**src/rtl/trigger_gate.sv**
```systemverilog
// Threshold trigger and frame gating stage fed by the baseline calculator.
// Optional feature: define TRIG_TIMESTAMP_EN for a 48-bit cycle timestamp of each trigger.
module trigger_gate #(
  parameter int THRESHOLD            = 410,
  parameter int ADC_RESOLUTION_WIDTH = 12,
  parameter int S_AXIS_TDATA_WIDTH   = 128,
  parameter int PRE_ACQ_LEN          = 2,
  parameter int POST_ACQ_LEN         = 4,
  parameter int MAX_TRIGGER_LEN      = 64
) (
  input  logic                            AXIS_ACLK,
  input  logic                            AXIS_ARESETN,
  input  logic [ADC_RESOLUTION_WIDTH-1:0] I_BASELINE,
  input  logic                            I_CALC_COMPLETE,
  input  logic [S_AXIS_TDATA_WIDTH-1:0]   S_AXIS_TDATA,
  input  logic                            S_AXIS_TVALID,
  output logic [S_AXIS_TDATA_WIDTH-1:0]   M_AXIS_TDATA,
  output logic                            M_AXIS_TVALID,
  output logic                            M_AXIS_TLAST,
  output logic [1:0]                      O_EXEC_STATE,
  output logic [31:0]                     O_TRIG_CNT,
  output logic [47:0]                     O_TRIG_TIMESTAMP
);

  localparam int NSAMP      = S_AXIS_TDATA_WIDTH / 16;
  localparam int SW         = ADC_RESOLUTION_WIDTH + 1;
  localparam int CAP        = MAX_TRIGGER_LEN - PRE_ACQ_LEN;
  localparam int WIN_W      = $clog2(MAX_TRIGGER_LEN + 1);
  localparam int POST_W     = $clog2(POST_ACQ_LEN + 1);
  localparam int TAIL_W     = $clog2(PRE_ACQ_LEN + 2);
  localparam bit CLOSE_AT_T = (CAP <= 1);
  localparam bit NO_PRE     = (PRE_ACQ_LEN == 0);

  typedef enum logic [1:0] {
    ST_INIT  = 2'b00,
    ST_ARMED = 2'b01,
    ST_TRG   = 2'b11,
    ST_POST  = 2'b10
  } state_t;

  state_t                          r_state, w_state_next;
  logic [WIN_W-1:0]                r_win, w_win_next, w_win_inc;
  logic [POST_W-1:0]               r_post, w_post_next, w_post_inc;
  logic [TAIL_W-1:0]               r_tail, w_tail_next;
  logic                            w_gate, w_close, w_trig, w_last;
  logic [S_AXIS_TDATA_WIDTH-1:0]   r_m_data;
  logic                            r_m_valid, r_m_last;
  logic [31:0]                     r_trig_cnt;
  logic [S_AXIS_TDATA_WIDTH-1:0]   w_dly_out;

  // Unsaturated ADC_RESOLUTION_WIDTH+1 sum: a level above full scale can never be exceeded.
  logic [SW-1:0]    w_level;
  logic [NSAMP-1:0] w_samp_hit;
  logic             w_hit;

  assign w_level = {1'b0, I_BASELINE} + SW'(THRESHOLD);

  for (genvar gi = 0; gi < NSAMP; gi++) begin : g_cmp
    assign w_samp_hit[gi] = {1'b0, S_AXIS_TDATA[16*gi +: ADC_RESOLUTION_WIDTH]} > w_level;
  end
  assign w_hit = |w_samp_hit;

  if (NO_PRE) begin : g_nodly
    assign w_dly_out = S_AXIS_TDATA;
  end else begin : g_dly
    logic [S_AXIS_TDATA_WIDTH-1:0] r_dly [PRE_ACQ_LEN];
    always_ff @(posedge AXIS_ACLK or negedge AXIS_ARESETN) begin
      if (!AXIS_ARESETN) begin
        for (int i = 0; i < PRE_ACQ_LEN; i++) r_dly[i] <= '0;
      end else if (S_AXIS_TVALID) begin
        r_dly[0] <= S_AXIS_TDATA;
        for (int i = 1; i < PRE_ACQ_LEN; i++) r_dly[i] <= r_dly[i-1];
      end
    end
    assign w_dly_out = r_dly[PRE_ACQ_LEN-1];
  end

  always_ff @(posedge AXIS_ACLK or negedge AXIS_ARESETN) begin
    if (!AXIS_ARESETN) begin
      r_state <= ST_INIT;
      r_win   <= '0;
      r_post  <= '0;
      r_tail  <= '0;
    end else begin
      r_state <= w_state_next;
      r_win   <= w_win_next;
      r_post  <= w_post_next;
      r_tail  <= w_tail_next;
    end
  end

  always_comb begin
    w_state_next = r_state;
    w_win_next   = r_win;
    w_post_next  = r_post;
    w_tail_next  = r_tail;
    w_gate       = 1'b0;
    w_close      = 1'b0;
    w_trig       = 1'b0;
    w_win_inc    = r_win + WIN_W'(1);
    w_post_inc   = (r_state == ST_TRG) ? POST_W'(1) : r_post + POST_W'(1);
    case (r_state)
      ST_INIT: begin
        if (I_CALC_COMPLETE) w_state_next = ST_ARMED;
      end
      ST_ARMED: begin
        if (S_AXIS_TVALID) begin
          // Tail beats flush the delay line; new hits wait so frames never overlap.
          if (r_tail != '0) begin
            w_tail_next = r_tail - TAIL_W'(1);
            w_gate      = 1'b1;
          end else if (w_hit) begin
            w_gate       = 1'b1;
            w_trig       = 1'b1;
            w_win_next   = WIN_W'(1);
            w_post_next  = '0;
            w_state_next = ST_TRG;
            if (CLOSE_AT_T) w_close = 1'b1;
          end
        end
      end
      default: begin
        if (S_AXIS_TVALID) begin
          w_gate     = 1'b1;
          w_win_next = w_win_inc;
          if (w_hit) begin
            w_state_next = ST_TRG;
            w_post_next  = '0;
          end else begin
            w_state_next = ST_POST;
            w_post_next  = w_post_inc;
            if (w_post_inc >= POST_W'(POST_ACQ_LEN)) w_close = 1'b1;
          end
          if (w_win_inc >= WIN_W'(CAP)) w_close = 1'b1;
        end
      end
    endcase
    if (w_close) begin
      w_state_next = ST_ARMED;
      w_tail_next  = TAIL_W'(PRE_ACQ_LEN);
    end
  end

  assign w_last = NO_PRE ? w_close
                         : (r_state == ST_ARMED) && S_AXIS_TVALID && (r_tail == TAIL_W'(1));

  always_ff @(posedge AXIS_ACLK or negedge AXIS_ARESETN) begin
    if (!AXIS_ARESETN) begin
      r_m_data   <= '0;
      r_m_valid  <= 1'b0;
      r_m_last   <= 1'b0;
      r_trig_cnt <= '0;
    end else begin
      r_m_valid <= w_gate;
      r_m_last  <= w_gate & w_last;
      if (S_AXIS_TVALID) r_m_data <= w_dly_out;
      if (w_last) r_trig_cnt <= r_trig_cnt + 32'd1;
    end
  end

  assign M_AXIS_TDATA  = r_m_data;
  assign M_AXIS_TVALID = r_m_valid;
  assign M_AXIS_TLAST  = r_m_last;
  assign O_EXEC_STATE  = r_state;
  assign O_TRIG_CNT    = r_trig_cnt;

`ifdef TRIG_TIMESTAMP_EN
  logic [47:0] r_ts_cnt, r_ts;
  always_ff @(posedge AXIS_ACLK or negedge AXIS_ARESETN) begin
    if (!AXIS_ARESETN) begin
      r_ts_cnt <= '0;
      r_ts     <= '0;
    end else begin
      r_ts_cnt <= r_ts_cnt + 48'd1;
      if (w_trig) r_ts <= r_ts_cnt;
    end
  end
  assign O_TRIG_TIMESTAMP = r_ts;
`else
  assign O_TRIG_TIMESTAMP = '0;
`endif

endmodule

```
**config.mk**
```make
export PLATFORM = sky130hd
export DESIGN_NAME = trigger_gate
export DESIGN_NICKNAME = d
export VERILOG_FILES = /design/src/rtl/trigger_gate.sv
export SDC_FILE = /design/constraint.sdc
export NUM_CORES = 1
export LEC_CHECK = 0
export CORE_UTILIZATION = 55
export DETAILED_ROUTE_END_ITERATION = 16
export PLACE_DENSITY_LB_ADDON = 0.12
export SLEW_MARGIN = 20
export SYNTH_ARGS = -nofsm -noshare
export SYNTH_HDL_FRONTEND = slang
export SYNTH_SLANG_ARGS = --single-unit
```
**constraint.sdc**
```tcl
create_clock -name AXIS_ACLK -period 5.1 [get_ports AXIS_ACLK]
set_clock_uncertainty 0.2 [all_clocks]
set_input_delay 1.02 -clock AXIS_ACLK [delete_from_list [all_inputs] [get_ports AXIS_ACLK]]
set_output_delay 1.02 -clock AXIS_ACLK [all_outputs]
set_load 0.005 [all_outputs]
```
==> results of run 1 <==
-- area by class of cell --
| type | count | area [um2] | share of cell area |
|---|---|---|---|
| Clock buffer | 63 | 1330 | 0.0540 |
| Clock inverter | 20 | 186 | 0.00760 |
| Inverter | 19 | 71.3 | 0.00291 |
| Multi-Input combinational cell | 914 | 8240 | 0.336 |
| Sequential cell | 432 | 10800 | 0.440 |
| Tap cell | 455 | 569 | 0.0232 |
| Timing Repair Buffer | 331 | 3340 | 0.136 |
-- power by group --
group          leakage, nW  switching (W)  total [W]  internal [W]
Clock                0.762        0.00134    0.00331       0.00197
Sequential            5.13       0.000276    0.00420       0.00392
Combinational         4.72       0.000778    0.00188       0.00110
Total                 10.6        0.00239    0.00939       0.00699
-- cell families after synthesis --
kind of cell	Yosys count
multiplexers	389
flip-flops	432
adder cells (fa/ha/maj)	95
AO/OA/AOI/OAI	145
other	1
XOR/XNOR	44
buffers and inverters	122
AND/OR/NAND/NOR	193
-- metal layers --
metal / GRT usage / vias up / wire length, um
met5: 0 / - / 38
met4: 0.0887 / 6 / 1290
met3: 0.0716 / 88 / 3160
met2: 0.397 / 350 / 20500
met1: 0.315 / 6171 / 18200
li1: - / 5712 / -
-- worst max-delay path by stage --
stage,slack (ps),cells past startpoint,end,startpoint
after floorplan,640,14,r_tail[0],I_BASELINE[1]
after global placement,50,16,r_win[2],I_BASELINE[2]
after detailed placement,-130,16,r_win[4],I_BASELINE[2]
after CTS,470,16,r_win[5],I_BASELINE[2]
after global routing,60,16,r_win[5],I_BASELINE[2]
final,440,16,r_win[5],I_BASELINE[2]
-- layout by cell type, fill, tap and decap left out, drive strengths merged, types with 18 or more instances in the layout --
cell,instances
a21oi,21
buf,26
clkbuf,63
clkdlybuf4s50,305
conb,48
dfrtp,432
ha,95
inv,21
mux2,386
nand2,53
nand3,22
nand4,18
nor2,34
nor3,20
o21ai,23
xnor2,30
-- sequential cells by signal (all words and copies together), names as in the netlist --
signal / flops
O_EXEC_STATE: 2
w_dly_out: 128
r_post: 3
M_AXIS_TDATA: 128
O_TRIG_CNT: 32
M_AXIS_TVALID: 1
r_tail: 2
M_AXIS_TLAST: 1
r_win: 7
g_dly.r_dly: 128
-- per-stage QoR --
stage / setup WS [ps] / cell area (um2) / hold slack [ps]
after detailed placement: -126 / 23000 / 258
after global placement: 47.3 / 23000 / 259
after global routing: 56.2 / 24500 / 308
final: 439 / 24500 / 287
after floorplan: 638 / 19600 / 265
after CTS: 465 / 24500 / 290
==> results.toml, run 1 <==
[outcome]
status = "finished clean"

[floorplanning]
coreArea_um2 = 34700
die_w_um = 190
die_y_um = 190
dieArea_um2 = 36100
io_pins = 356
rows = 68
initial_core_util = 0.561

[logic_synthesis]
synth.largest_area_cell = "dfrtp_1"
syn-cell-area_um2 = 19500
yosysMostFrequentCell = "dfrtp_1"
synth-compound-area-share = 0.0554
dominantRegCellSynth = "dfrtp_1"
synth-simple-area-share = 0.0503
ys_async_sr_fraction = 1.00
synth_enable_flop_cells = 0
synth_top_family_by_area = "multiplexers"
synthTopCellsByArea = "dfrtp_1 (56%), mux2_2 (22%), ha_1 (6.1%)"
synth_cell_types = 67
synth_seq_cells = 432
synth_top_area_share = 0.555
synth_xor_area_frac = 0.0198
netlist_instances = 1421
yosysSeqAreaShare = 0.555
avgSynthCellArea_um2 = 13.7
synthAdderAreaFrac = 0.0611
synthTopCellsByCount = "dfrtp_1 (432), mux2_2 (386), ha_1 (95)"
synth_mux_area_frac = 0.225
synth_warnings = 0

[route]
routed_wl_mm = 43.1
via_count = 12300
ant_nets = 0
routed_via_density = 5.52
dr.pass1.iters = 4
wl_per_cell_um = 19.3
drc = 0
initialDrtViolationCount = 514

[global_route]
antenna_found_initial = 4
grt_use_total = 0.246
grt_pass1_vias = 12700
grt_pass1_wl_mm = 69.0
grt_max_degree = 191
grt-ovfl-total = 0

[finish]
area_growth_pct = 26.1
n_antenna_cell = 0
final_nets = 1983
fin_cells = 2234
fillCellCount = 2519
drive_gt1_frac = 0.284
utilization = 0.707

[power_and_ir_drop]
power_density_nw_per_um2 = 382
power.leakage_nw = 10.6
total_power_w = 0.00939
ir_drop_uv = 281

[clock_tree]
ctsHoldBuffers = 0
ctsResizeCount = 0
cts_tree = "yes"
root_buffer = "clkbuf_16"
clkTransAtPathRegs_ps = 60
htree_levels = 2
cts.sinks = 432
cts.path.max_buffers = 3
cts_buffers = 46
post-cts-setup-buffers = 0
clk_latency_ps = 560

[critical_path]
crit_path_max_fanout = 8
reg2reg_from = "O_EXEC_STATE[1]"
start_kind = "primary input"
rrSetupSlack_ps = 1900
worst_ep_arrival_time_ps = 4860
worstPathCellList = "clkdlybuf4s50_1, ha_1, nor3_1, buf_4, nand3b_1, nand2_1, xnor2_1, buf_4, ha_1, and3_1, a2bb2oi_1, a31oi_1, mux2i_1, a22oi_4, a31oi_1, o21ai_0"
path_buf_inv = 3
r2r_end = "O_TRIG_CNT[31]"
crit_family = "compound AO/OA/AOI/OAI gates"
cpMaxStageDelayCell = "a31oi_1"
slowest_delay_ps = 610
worstSetupPathType = "in -> reg"
cp.required_ps = 5300
r2r_cells = 8
endpoint_kind = "flip-flop"

[place]
routabilityCongestion = 0.854
io_buffers = 307
place_inst = 2151
dp_hpwl_mm = 30.8

[sta]
fin_crit_sh = 0.914
setup_violations = 0
final_hold_viol_count = 0
drv_slew = 0
slew_headroom = 0.300
rsz0062_at_grt = "no"
timing.fmax_mhz = 215
tightest_slew_ps = 1050
setup_tns_ps = 0
finalCriticalPeriod_ps = 4660

[flow_run]
cap_violations = 0

[worst_hold_path]
hp-class = "reg -> reg"
whs_path_depth = 1
worstHoldStart = "O_TRIG_CNT[31]"
min_to = "O_TRIG_CNT[31]"
No activity file was read; power rests on OpenSTA's default activity.
==> run 2: changes to the inputs <==
Settings changed: SLEW_MARGIN 20 to not set.
==> results of run 2 <==
The final DEF is identical to that of run 1; final timing and power are the same.
==> run 3: changes to the inputs <==
Settings changed: PLACE_DENSITY set to 0.94, PLACE_DENSITY_LB_ADDON 0.12 to not set, TNS_END_PERCENT set to 1.
==> run 3 against run 2 <==
  * Global-route usage rose by 1.7 points
  * Critical path depth fell by 3
  * Core utilization fell by 0.35 points
  * Die area did not move
  * Largest cell class unchanged
  * Largest power group unchanged
  * Highest routed layer unchanged
==> results.toml, run 3 (synthesis gave the netlist of run 1 again) <==
[outcome]
status = "finished clean"

[place]
io_buffers = 307
dp_slack_ps = -125
placed_cell_area_um2 = 23000
place_inst = 2152
routabilityCongestion = 0.905
dp_hpwl_mm = 33.4

[clock_tree]
cts.sinks = 432
post-cts-setup-buffers = 0
clk_latency_ps = 570
cts.path.max_buffers = 3
clkTransAtPathRegs_ps = 60
cts_tree = "yes"
ctsHoldBuffers = 0
htree_levels = 2
root_buffer = "clkbuf_16"
ctsResizeCount = 0
cts_buffers = 45

[finish]
design_area_um2 = 24400
utilization = 0.704
drive_gt1_frac = 0.279
fin_cells = 2230
layout.cells.most_common = "dfrtp_1"
final_nets = 1983
fillCellCount = 2257
layout_common_cells = "dfrtp_1 (432), mux2_2 (386), clkdlybuf4s50_1 (305)"
area_growth_pct = 25.5

[power_and_ir_drop]
power_density_nw_per_um2 = 380
power.leakage_nw = 10.5
ir_drop_uv = 336

[critical_path]
crit_path_max_fanout = 10
cp.required_ps = 5350
endpoint_kind = "flip-flop"
path_buf_inv = 2
start_kind = "primary input"
cpMaxStageDelayCell = "or4b_2"
worstPathCellList = "clkdlybuf4s50_1, buf_4, a211o_1, a31oi_1, xnor2_2, ha_1, nor2_1, or4b_2, a221oi_1, o211ai_1, a22oi_4, a31oi_1, o31a_1"
worstSetupPathType = "in -> reg"
crit_family = "compound AO/OA/AOI/OAI gates"
slowest_delay_ps = 610
cpMostUsedCell = "a31oi_1"
worst_ep_arrival_time_ps = 4990

[sta]
finalCriticalPeriod_ps = 4740
fin_ws_ps = 355
final_hold_viol_count = 0
slew_headroom = 0.305
setup_violations = 0
fin_crit_sh = 0.930
tightest_slew_ps = 1040
rsz0062_at_grt = "no"
timing.fmax_mhz = 211
timing.hold.ws_ps = 271
drv_slew = 0

[route]
wl_per_cell_um = 20.9
via_count = 12700
routed_via_density = 5.71
routed_wl_mm = 46.7
ant_nets = 0
initialDrtViolationCount = 570
drc = 0
dr.pass1.iters = 4

[worst_hold_path]
hp-class = "reg -> reg"

[floorplanning]
die_y_um = 190
rows = 68
initial_core_util = 0.561
coreArea_um2 = 34700
die_w_um = 190
dieArea_um2 = 36100
io_pins = 356

[global_route]
grt_use_total = 0.263
antenna_found_initial = 4
grt_pass1_wl_mm = 73.2
grt-ovfl-total = 0
grt_pass1_vias = 13500
grt_max_degree = 192

[flow_run]
cap_violations = 0
## run 3: path summary, 6_finish.rpt
kind / cells after the start / slack (ps) / endpoint / start
worst max-delay path: 13 / 360 / r_win[0] / I_BASELINE[1]
max in group asynchronous: 2 / 3330 / g_dly.r_dly[184] / AXIS_ARESETN
worst min-delay path: 1 / 270 / O_TRIG_CNT[31] / O_TRIG_CNT[31]
worst min register to register: 1 / 270 / O_TRIG_CNT[31] / O_TRIG_CNT[31]
worst max register to register: 8 / 1870 / O_TRIG_CNT[31] / O_EXEC_STATE[1]
min in group asynchronous: 1 / 300 / w_dly_out[113] / AXIS_ARESETN
## run 3: cell type report
| type | count | area [um2] | area share |
|---|---|---|---|
| inverter | 19 | 71.3 | 0.00292 |
| clock buffer | 65 | 1310 | 0.0537 |
| sequential | 432 | 10800 | 0.443 |
| timing repair buffer | 332 | 3320 | 0.136 |
| clock inverter | 11 | 100 | 0.00410 |
| tap | 455 | 569 | 0.0233 |
| multi-input combinational | 914 | 8230 | 0.337 |
| antenna | 2 | 5.00 | 0.000205 |
## run 3: worst reg2reg max path: cells and delay by family (launching register included)
family	cells	cell delay [ps]
xor gates and xnor gates	1	160
and+or+nand+nor	6	1930
DFF	1	490
buffers and inverters	1	400
## run 3: per-stage QoR
step	total power, W	TNS [ps]
global route	0.00971	0
global placement	0.00603	-30.2
detailed placement	0.00617	-509
finish	0.00928	0
floorplan	0.00521	0
CTS	0.00937	0
## run 3: routing by layer
| metal | GRT usage | part of all wire | vias to the layer above |
|---|---|---|---|
| li1 | - | - | 5730 |
| met1 | 0.304 | 0.37 | 6401 |
| met2 | 0.447 | 0.50 | 481 |
| met3 | 0.0760 | 0.080 | 125 |
| met4 | 0.133 | 0.047 | 4 |
| met5 | 0 | 0.00073 | - |
## run 3: power breakdown
group	total [W]	internal [W]	switching, W
Combinational	0.00190	0.00110	0.000807
Clock	0.00314	0.00183	0.00131
Sequential	0.00423	0.00392	0.000305
